--- config.mk ---
export PLATFORM = sky130hd
export DESIGN_NAME = sum_result_streamer_flat
export DESIGN_NICKNAME = d
export VERILOG_FILES = /design/src/rtl/sum_result_streamer_if.sv /design/src/rtl/sum_result_streamer.sv /design/src/flat_wrapper.sv
export SDC_FILE = /design/constraint.sdc
export NUM_CORES = 1
export LEC_CHECK = 0
export ABC_CLOCK_PERIOD_IN_PS = 6890
export BUFFER_PORTS_ARGS = -buffer_cell sky130_fd_sc_hd__buf_4
export CELL_PAD_IN_SITES_DETAIL_PLACEMENT = 0
export CELL_PAD_IN_SITES_GLOBAL_PLACEMENT = 1
export CORE_MARGIN = 4
export CORE_UTILIZATION = 36
export DETAILED_ROUTE_END_ITERATION = 7
export PLACE_DENSITY = 0.8
export SKIP_LAST_GASP = 1
export SLEW_MARGIN = 40
export SYNTH_ARGS = -nofsm -noshare
export SYNTH_HDL_FRONTEND = slang
export SYNTH_SLANG_ARGS = --single-unit
--- constraint.sdc ---
create_clock -name clk -period 6.89 [get_ports clk]
set_input_delay 0.689 -clock clk [delete_from_list [all_inputs] [get_ports clk]]
set_output_delay 0.689 -clock clk [all_outputs]
set_load 0.01 [all_outputs]
--- src/rtl/sum_result_streamer_if.sv ---
// Bundles the start/status, result-memory read and pixel stream signals of sum_result_streamer.
// The master side is the streamer. The slave side is the memory, the sink and the controller.
interface sum_result_streamer_if #(
  parameter int DATA_W = 32,
  parameter int ADDR_W = 32
);
  logic              start;
  logic              busy;
  logic              done;
  logic              rd_en;
  logic [ADDR_W-1:0] rd_addr1;
  logic [ADDR_W-1:0] rd_addr2;
  logic [ADDR_W-1:0] rd_addr3;
  logic [ADDR_W-1:0] rd_addr4;
  logic [DATA_W-1:0] rd_data1;
  logic [DATA_W-1:0] rd_data2;
  logic [DATA_W-1:0] rd_data3;
  logic [DATA_W-1:0] rd_data4;
  logic [7:0]        out_data;
  logic              out_valid;
  logic              out_ready;

  modport master (
    input  start,
    output busy, done,
    output rd_en, rd_addr1, rd_addr2, rd_addr3, rd_addr4,
    input  rd_data1, rd_data2, rd_data3, rd_data4,
    output out_data, out_valid,
    input  out_ready
  );

  modport slave (
    output start,
    input  busy, done,
    input  rd_en, rd_addr1, rd_addr2, rd_addr3, rd_addr4,
    output rd_data1, rd_data2, rd_data3, rd_data4,
    input  out_data, out_valid,
    output out_ready
  );
endinterface

--- src/rtl/sum_result_streamer.sv ---
// Walks the sum-result memory four words per read and saturates each signed sum to an 8-bit pixel.
// The pixels are streamed one per valid/ready beat.
module sum_result_streamer #(
  parameter int DATA_W    = 32,
  parameter int ADDR_W    = 32,
  parameter int NUM_WORDS = 65536,
  parameter int BASE_ADDR = 0,
  parameter int RD_LAT    = 1
) (
  input logic                   clk,
  input logic                   rst,
  sum_result_streamer_if.master bus
);

  // Extra headroom so wc+3 lane indices never overflow the counter width.
  localparam int CW = $clog2(NUM_WORDS + 4) + 1;
  localparam int LW = (RD_LAT > 1) ? $clog2(RD_LAT) : 1;

  localparam logic [2:0] S_IDLE   = 3'd0;
  localparam logic [2:0] S_READ   = 3'd1;
  localparam logic [2:0] S_WAIT   = 3'd2;
  localparam logic [2:0] S_EMIT   = 3'd3;
  localparam logic [2:0] S_FINISH = 3'd4;

  localparam logic [CW-1:0]     NUM_W  = CW'(NUM_WORDS);
  localparam logic [ADDR_W-1:0] BASE_A = ADDR_W'(BASE_ADDR);

  logic [2:0]        r_state;
  logic [CW-1:0]     r_wc;
  logic [LW-1:0]     r_waitCnt;
  logic [1:0]        r_idx;
  logic [DATA_W-1:0] r_buf  [4];
  logic [ADDR_W-1:0] r_addr [4];

  logic [CW-1:0] w_remain;
  logic [2:0]    w_nv;
  logic          w_lastLane;
  logic          w_xfer;
  logic [CW-1:0] w_wcNext;

  function automatic logic [7:0] sat(input logic [DATA_W-1:0] x);
    if (x[DATA_W-1])
      return 8'd0;
    else if (|x[DATA_W-2:8])
      return 8'hFF;
    else
      return x[7:0];
  endfunction

  always_comb begin
    w_remain   = NUM_W - r_wc;
    w_nv       = (w_remain >= CW'(4)) ? 3'd4 : w_remain[2:0];
    w_lastLane = ({1'b0, r_idx} == (w_nv - 3'd1));
    w_xfer     = (r_state == S_EMIT) && bus.out_ready;
    w_wcNext   = r_wc + CW'(w_nv);
  end

  assign bus.busy      = (r_state != S_IDLE);
  assign bus.done      = (r_state == S_FINISH);
  assign bus.rd_en     = (r_state == S_READ);
  assign bus.rd_addr1  = r_addr[0];
  assign bus.rd_addr2  = r_addr[1];
  assign bus.rd_addr3  = r_addr[2];
  assign bus.rd_addr4  = r_addr[3];
  assign bus.out_valid = (r_state == S_EMIT);
  assign bus.out_data  = (r_state == S_EMIT) ? sat(r_buf[r_idx]) : 8'd0;

  // Addresses are loaded on entry to READ and held through WAIT, so memory sees stable lanes.
  always_ff @(posedge clk or negedge rst) begin
    if (!rst) begin
      r_state   <= S_IDLE;
      r_wc      <= '0;
      r_waitCnt <= '0;
      r_idx     <= '0;
      for (int k = 0; k < 4; k++) begin
        r_buf[k]  <= '0;
        r_addr[k] <= '0;
      end
    end else begin
      case (r_state)
        S_IDLE: begin
          if (bus.start) begin
            r_wc    <= '0;
            r_idx   <= '0;
            for (int k = 0; k < 4; k++)
              r_addr[k] <= BASE_A + ADDR_W'(k);
            r_state <= S_READ;
          end
        end
        S_READ: begin
          r_waitCnt <= LW'(RD_LAT - 1);
          r_state   <= S_WAIT;
        end
        S_WAIT: begin
          if (r_waitCnt == '0) begin
            r_buf[0] <= bus.rd_data1;
            r_buf[1] <= bus.rd_data2;
            r_buf[2] <= bus.rd_data3;
            r_buf[3] <= bus.rd_data4;
            r_idx    <= '0;
            r_state  <= S_EMIT;
          end else begin
            r_waitCnt <= r_waitCnt - LW'(1);
          end
        end
        S_EMIT: begin
          if (w_xfer) begin
            if (w_lastLane) begin
              r_wc  <= w_wcNext;
              r_idx <= '0;
              if (w_wcNext == NUM_W) begin
                r_state <= S_FINISH;
              end else begin
                for (int k = 0; k < 4; k++)
                  r_addr[k] <= BASE_A + ADDR_W'(w_wcNext) + ADDR_W'(k);
                r_state <= S_READ;
              end
            end else begin
              r_idx <= r_idx + 2'd1;
            end
          end
        end
        S_FINISH: r_state <= S_IDLE;
        default:  r_state <= S_IDLE;
      endcase
    end
  end

endmodule

--- src/flat_wrapper.sv ---
// flat-port wrapper written by rule: the top's interface ports become plain ports
module sum_result_streamer_flat 
#(
  parameter int DATA_W    = 32,
  parameter int ADDR_W    = 32,
  parameter int NUM_WORDS = 65536,
  parameter int BASE_ADDR = 0,
  parameter int RD_LAT    = 1
)
  (clk, rst, bus_start, bus_busy, bus_done, bus_rd_en, bus_rd_addr1, bus_rd_addr2, bus_rd_addr3, bus_rd_addr4, bus_rd_data1, bus_rd_data2, bus_rd_data3, bus_rd_data4, bus_out_data, bus_out_valid, bus_out_ready);
  sum_result_streamer_if #(.DATA_W(DATA_W), .ADDR_W(ADDR_W)) bus_i ();
  input logic clk;
  input logic rst;
  input wire logic [$bits(bus_i.start)-1:0] bus_start;
  output wire logic [$bits(bus_i.busy)-1:0] bus_busy;
  output wire logic [$bits(bus_i.done)-1:0] bus_done;
  output wire logic [$bits(bus_i.rd_en)-1:0] bus_rd_en;
  output wire logic [$bits(bus_i.rd_addr1)-1:0] bus_rd_addr1;
  output wire logic [$bits(bus_i.rd_addr2)-1:0] bus_rd_addr2;
  output wire logic [$bits(bus_i.rd_addr3)-1:0] bus_rd_addr3;
  output wire logic [$bits(bus_i.rd_addr4)-1:0] bus_rd_addr4;
  input wire logic [$bits(bus_i.rd_data1)-1:0] bus_rd_data1;
  input wire logic [$bits(bus_i.rd_data2)-1:0] bus_rd_data2;
  input wire logic [$bits(bus_i.rd_data3)-1:0] bus_rd_data3;
  input wire logic [$bits(bus_i.rd_data4)-1:0] bus_rd_data4;
  output wire logic [$bits(bus_i.out_data)-1:0] bus_out_data;
  output wire logic [$bits(bus_i.out_valid)-1:0] bus_out_valid;
  input wire logic [$bits(bus_i.out_ready)-1:0] bus_out_ready;
  assign bus_i.start = bus_start;
  assign bus_busy = bus_i.busy;
  assign bus_done = bus_i.done;
  assign bus_rd_en = bus_i.rd_en;
  assign bus_rd_addr1 = bus_i.rd_addr1;
  assign bus_rd_addr2 = bus_i.rd_addr2;
  assign bus_rd_addr3 = bus_i.rd_addr3;
  assign bus_rd_addr4 = bus_i.rd_addr4;
  assign bus_i.rd_data1 = bus_rd_data1;
  assign bus_i.rd_data2 = bus_rd_data2;
  assign bus_i.rd_data3 = bus_rd_data3;
  assign bus_i.rd_data4 = bus_rd_data4;
  assign bus_out_data = bus_i.out_data;
  assign bus_out_valid = bus_i.out_valid;
  assign bus_i.out_ready = bus_out_ready;
  sum_result_streamer #(.DATA_W(DATA_W), .ADDR_W(ADDR_W), .NUM_WORDS(NUM_WORDS), .BASE_ADDR(BASE_ADDR), .RD_LAT(RD_LAT)) u_core (.clk(clk), .rst(rst), .bus(bus_i));
endmodule
==> results.yml <==
power_and_ir_drop:
  cellPowerDensity_mw_per_mm2: 420
  vdd_ir_drop_max_mv: 0.217
  clockPowerShare_pct: 24.5
  pwr-share-seq_pct: 37.1
  intPower_uw: 3930
  p_comb_share_pct: 38.4
  switching_power_uw: 2090
  p_leak_uw: 0.00645
  p_sw_share_pct: 34.7
final_layout:
  ff_latch_area_sq_mm: 0.00561
  nNetsFinal: 1364
  diodes: 0
  multi_input_area_sq_mm: 0.00543
  fillers: 2923
  final_layout_size_suffix_gt1_share_pct: 36.4
  finish.utilization_pct: 45.3
  area_growth_pct: 23.9
placement:
  place_ws_ns: 0.957
  portBuffers: 218
  gp_congestion: 0.901
  dp_hpwl_um: 23600
routing:
  routed-wl-met3_um: 3390
  vias: 8738
  routed.top_layer: "met4"
  first_pass_iters: 5
  via_per_inst: 5.32
  ant_nets: 0
  wl_met1_um: 13600
  drt_iter0_drc: 563
  wl_met2_um: 14900
  routed_wl_um: 32500
  wl_per_cell_um: 19.8
  drc_errors: 0
synth:
  synth-edff-count: 0
  ys_warn_count: 0
  async_reset_ff_share_pct: 100
  syn_inst: 1029
  yosysUniqueCellTypes: 74
  ys_ff_latch: 224
  synth_area_leaders: "dfrtp_1 (48%), mux2_2 (12%), buf_4 (3.9%), nand2_1 (3.0%), xnor2_1 (2.3%)"
  seq_area_frac_synth_pct: 48.4
  yosysTopAreaCell: "dfrtp_1"
  synth_top_area_share_pct: 48.4
  syn_area_sq_mm: 0.0116
  avgSynthCellArea_sq_um: 11.2
  synth_top_flop_cell: "dfrtp_1"
critical_path:
  end_kind: "register"
  crit_path_top_delay_cell: "fa_1"
  path_cells: "inv_1 > ha_1 > nor3b_2 > mux2i_1 > mux2i_1 > o211a_1 > and2_1 > nand2_1 > fa_1 > nand2b_1 > nand2_1 > nor2_1 > nand3_1 > a21oi_1 > xnor2_2 > nor4b_1 > a21o_4 > buf_4 > nor4_1 > a21o_1"
  startpoint_type: "register"
  path_class: "register to register"
  crit_fanout: 30
  ff2ff_setup_slack_ns: 0.91
  worstPathArrival_ns: 6.44
  slowest_delay_ns: 0.51
  crit_buf_inv: 2
  crit_required_ns: 7.35
  crit_family: "simple AND/OR/NAND/NOR gates"
sta:
  hold_viol: 0
  finalClockSkew_ns: 0.0251
  finalSetupViolations: 0
  fmax_mhz: 167
  worst_pin_slew_ns: 0.754
  fin_crit_ns: 5.98
  tns_ns: 0
  fin_crit_sh_pct: 86.8
  slew_headroom_pct: 49.7
  setup_ws_ns: 0.908
  rsz0062_at_grt: "false"
  slew_violations: 0
clock_network:
  tritoncts: "yes"
  h-tree-depth: 1
  clkSlewWorstSetupHoldPaths_ns: 0.06
  cts_setup_buffers: 0
  cts-root-buf: "clkbuf_16"
  clock_latency_ns: 0.56
  cts-buffers-inserted: 27
  cts_hold_buffers: 0
  ctsResizeCount: 0
  cts.path.max_buffers: 3
  cts.sinks: 224
outcome:
  status: "finished clean"
grt:
  grtUsageTotal_pct: 18.0
  grt_max_degree: 73
  grt_overflow: 0
  grt_first_pass_wirelength_um: 51500
  antenna_found_initial: 0
  grt_pass1_vias: 9000
die:
  rows: 65
  core_area_sq_mm: 0.0316
  fp.dieW_um: 187
  die_area_sq_mm: 0.0351
  boundaryPins: 272
  die_h_um: 187
  initial_core_util_pct: 36.6
worst_hold_path:
  hold_path.class: "input pin to asynchronous set/reset pin"
flow_run:
  maxCapViolCount: 0
-- sequential cells by signal (all words and copies together), names as in the netlist --
name                 count
u_core.bus.rd_addr2     19
u_core.bus.rd_addr1     17
u_core.bus.rd_addr4     18
u_core.r_state           3
u_core.bus.rd_addr3     19
u_core.r_buf           128
u_core.r_idx             2
u_core.r_wc             18
-- cells in the final DEF, fill, tap and decap left out, types with 23 or more instances in the layout --
cell / netlist / layout
conb_1: 1 / 53
xnor2_1: 31 / 29
nor4_1: 30 / 30
a22o_1: 24 / 24
o21ai_0: 25 / 25
nand2_1: 91 / 91
clkbuf_16: 0 / 27
nor2_1: 44 / 43
mux2_2: 128 / 128
buf_4: 60 / 229
o31ai_1: 36 / 36
nand3_1: 23 / 23
dfrtp_1: 224 / 224
-- metrics by stage --
stage / cells / hold slack (ns) / total power [uW] / instance area (sq um)
3_3_place_gp: 1593 / 0.462 / 4520 / 13300
4_1_cts: 1643 / 0.0861 / 6100 / 14300
2_1_floorplan: 1081 / 0.393 / 3760 / 11800
3_5_place_dp: 1595 / 0.469 / 4580 / 13400
5_1_grt: 1643 / 0.0956 / 6430 / 14300
6_report: 1643 / 0.0618 / 6020 / 14300
-- metal layers --
| metal | vias up | GRT usage, % |
|---|---|---|
| met5 | - | 0 |
| met4 | 0 | 4.38 |
| met3 | 50 | 6.64 |
| met2 | 357 | 28.4 |
| met1 | 4314 | 23.7 |
| li1 | 4017 | - |
-- worst paths after layout --
| path | start | cells past startpoint | endpoint |
|---|---|---|---|
| worst max register to register | u_core.r_wc[0] | 20 | u_core.bus.rd_addr4[18] |
| min in group clk | bus_rd_data4[28] | 2 | u_core.r_buf[28] |
| worst max-delay path | u_core.r_wc[0] | 20 | u_core.bus.rd_addr4[18] |
| max in group asynchronous | rst | 3 | u_core.r_buf[15] |
| worst min register to register | u_core.bus.rd_addr3[6] | 2 | u_core.bus.rd_addr3[6] |
| worst min-delay path | rst | 1 | u_core.r_wc[8] |
-- power by group through the flow --
stage                     combinational, uW  sequential, uW  clock, uW
after floorplan                        1610            2150          0
after global placement                 2280            2240          0
after detailed placement               2330            2260          0
after CTS                              2340            2240       1520
after global routing                   2540            2310       1590
final                                  2310            2230       1480
-- worst reg2reg max path, stage by stage, from the launching register on --
cell      delay (ns)
dfrtp_1         0.48
inv_1           0.18
ha_1            0.38
nor3b_2         0.41
mux2i_1         0.12
mux2i_1         0.24
o211a_1         0.47
and2_1          0.30
nand2_1         0.13
fa_1            0.51
nand2b_1        0.14
nand2_1         0.18
nor2_1          0.28
nand3_1         0.10
a21oi_1         0.33
xnor2_2         0.29
nor4b_1         0.38
a21o_4          0.42
buf_4           0.29
nor4_1          0.08
a21o_1          0.18
-- logic make-up after synthesis --
family | synth area share, %
other | 0.0324
AND/OR/NAND/NOR | 13.6
XOR/XNOR | 4.29
multiplexers | 14.6
buffers and inverters | 6.71
AO/OA/AOI/OAI | 11.1
flip-flops | 48.4
adder cells (fa/ha/maj) | 1.15
-- area by class of cell --
class                           instances  area share [%]
Inverter                               15           0.393
Sequential cell                       224            39.1
Tap cell                              402            3.51
Timing Repair Buffer                  234            12.6
Multi-Input combinational cell        720            37.9
Clock buffer                           35            5.34
Clock inverter                         13            1.15
-- synth_stat cells, types with 3 or more instances --
master	n
a21o_1	16
a31oi_1	5
xnor2_1	31
nor3_1	19
and4_1	5
buf_4	60
nor2_1	44
nand2_1	91
nor4_2	4
a22o_1	24
mux4_2	9
a32o_1	3
o21ai_0	25
inv_1	15
nand3_1	23
o211a_1	3
or2_2	3
nor3b_1	5
dfrtp_1	224
nor2b_1	6
mux2i_1	5
nor4_1	30
buf_2	18
xor2_1	22
nand4_1	16
o211ai_1	4
ha_1	9
o21a_1	10
o31ai_1	36
o2111ai_1	5
nand3b_1	4
a31o_2	3
nor4b_1	7
clkbuf_1	41
mux2_2	128
or4_1	3
nor4_4	3
nand2b_1	4
a21oi_1	16
and2_1	7
Power figures use the tool's default switching activity.
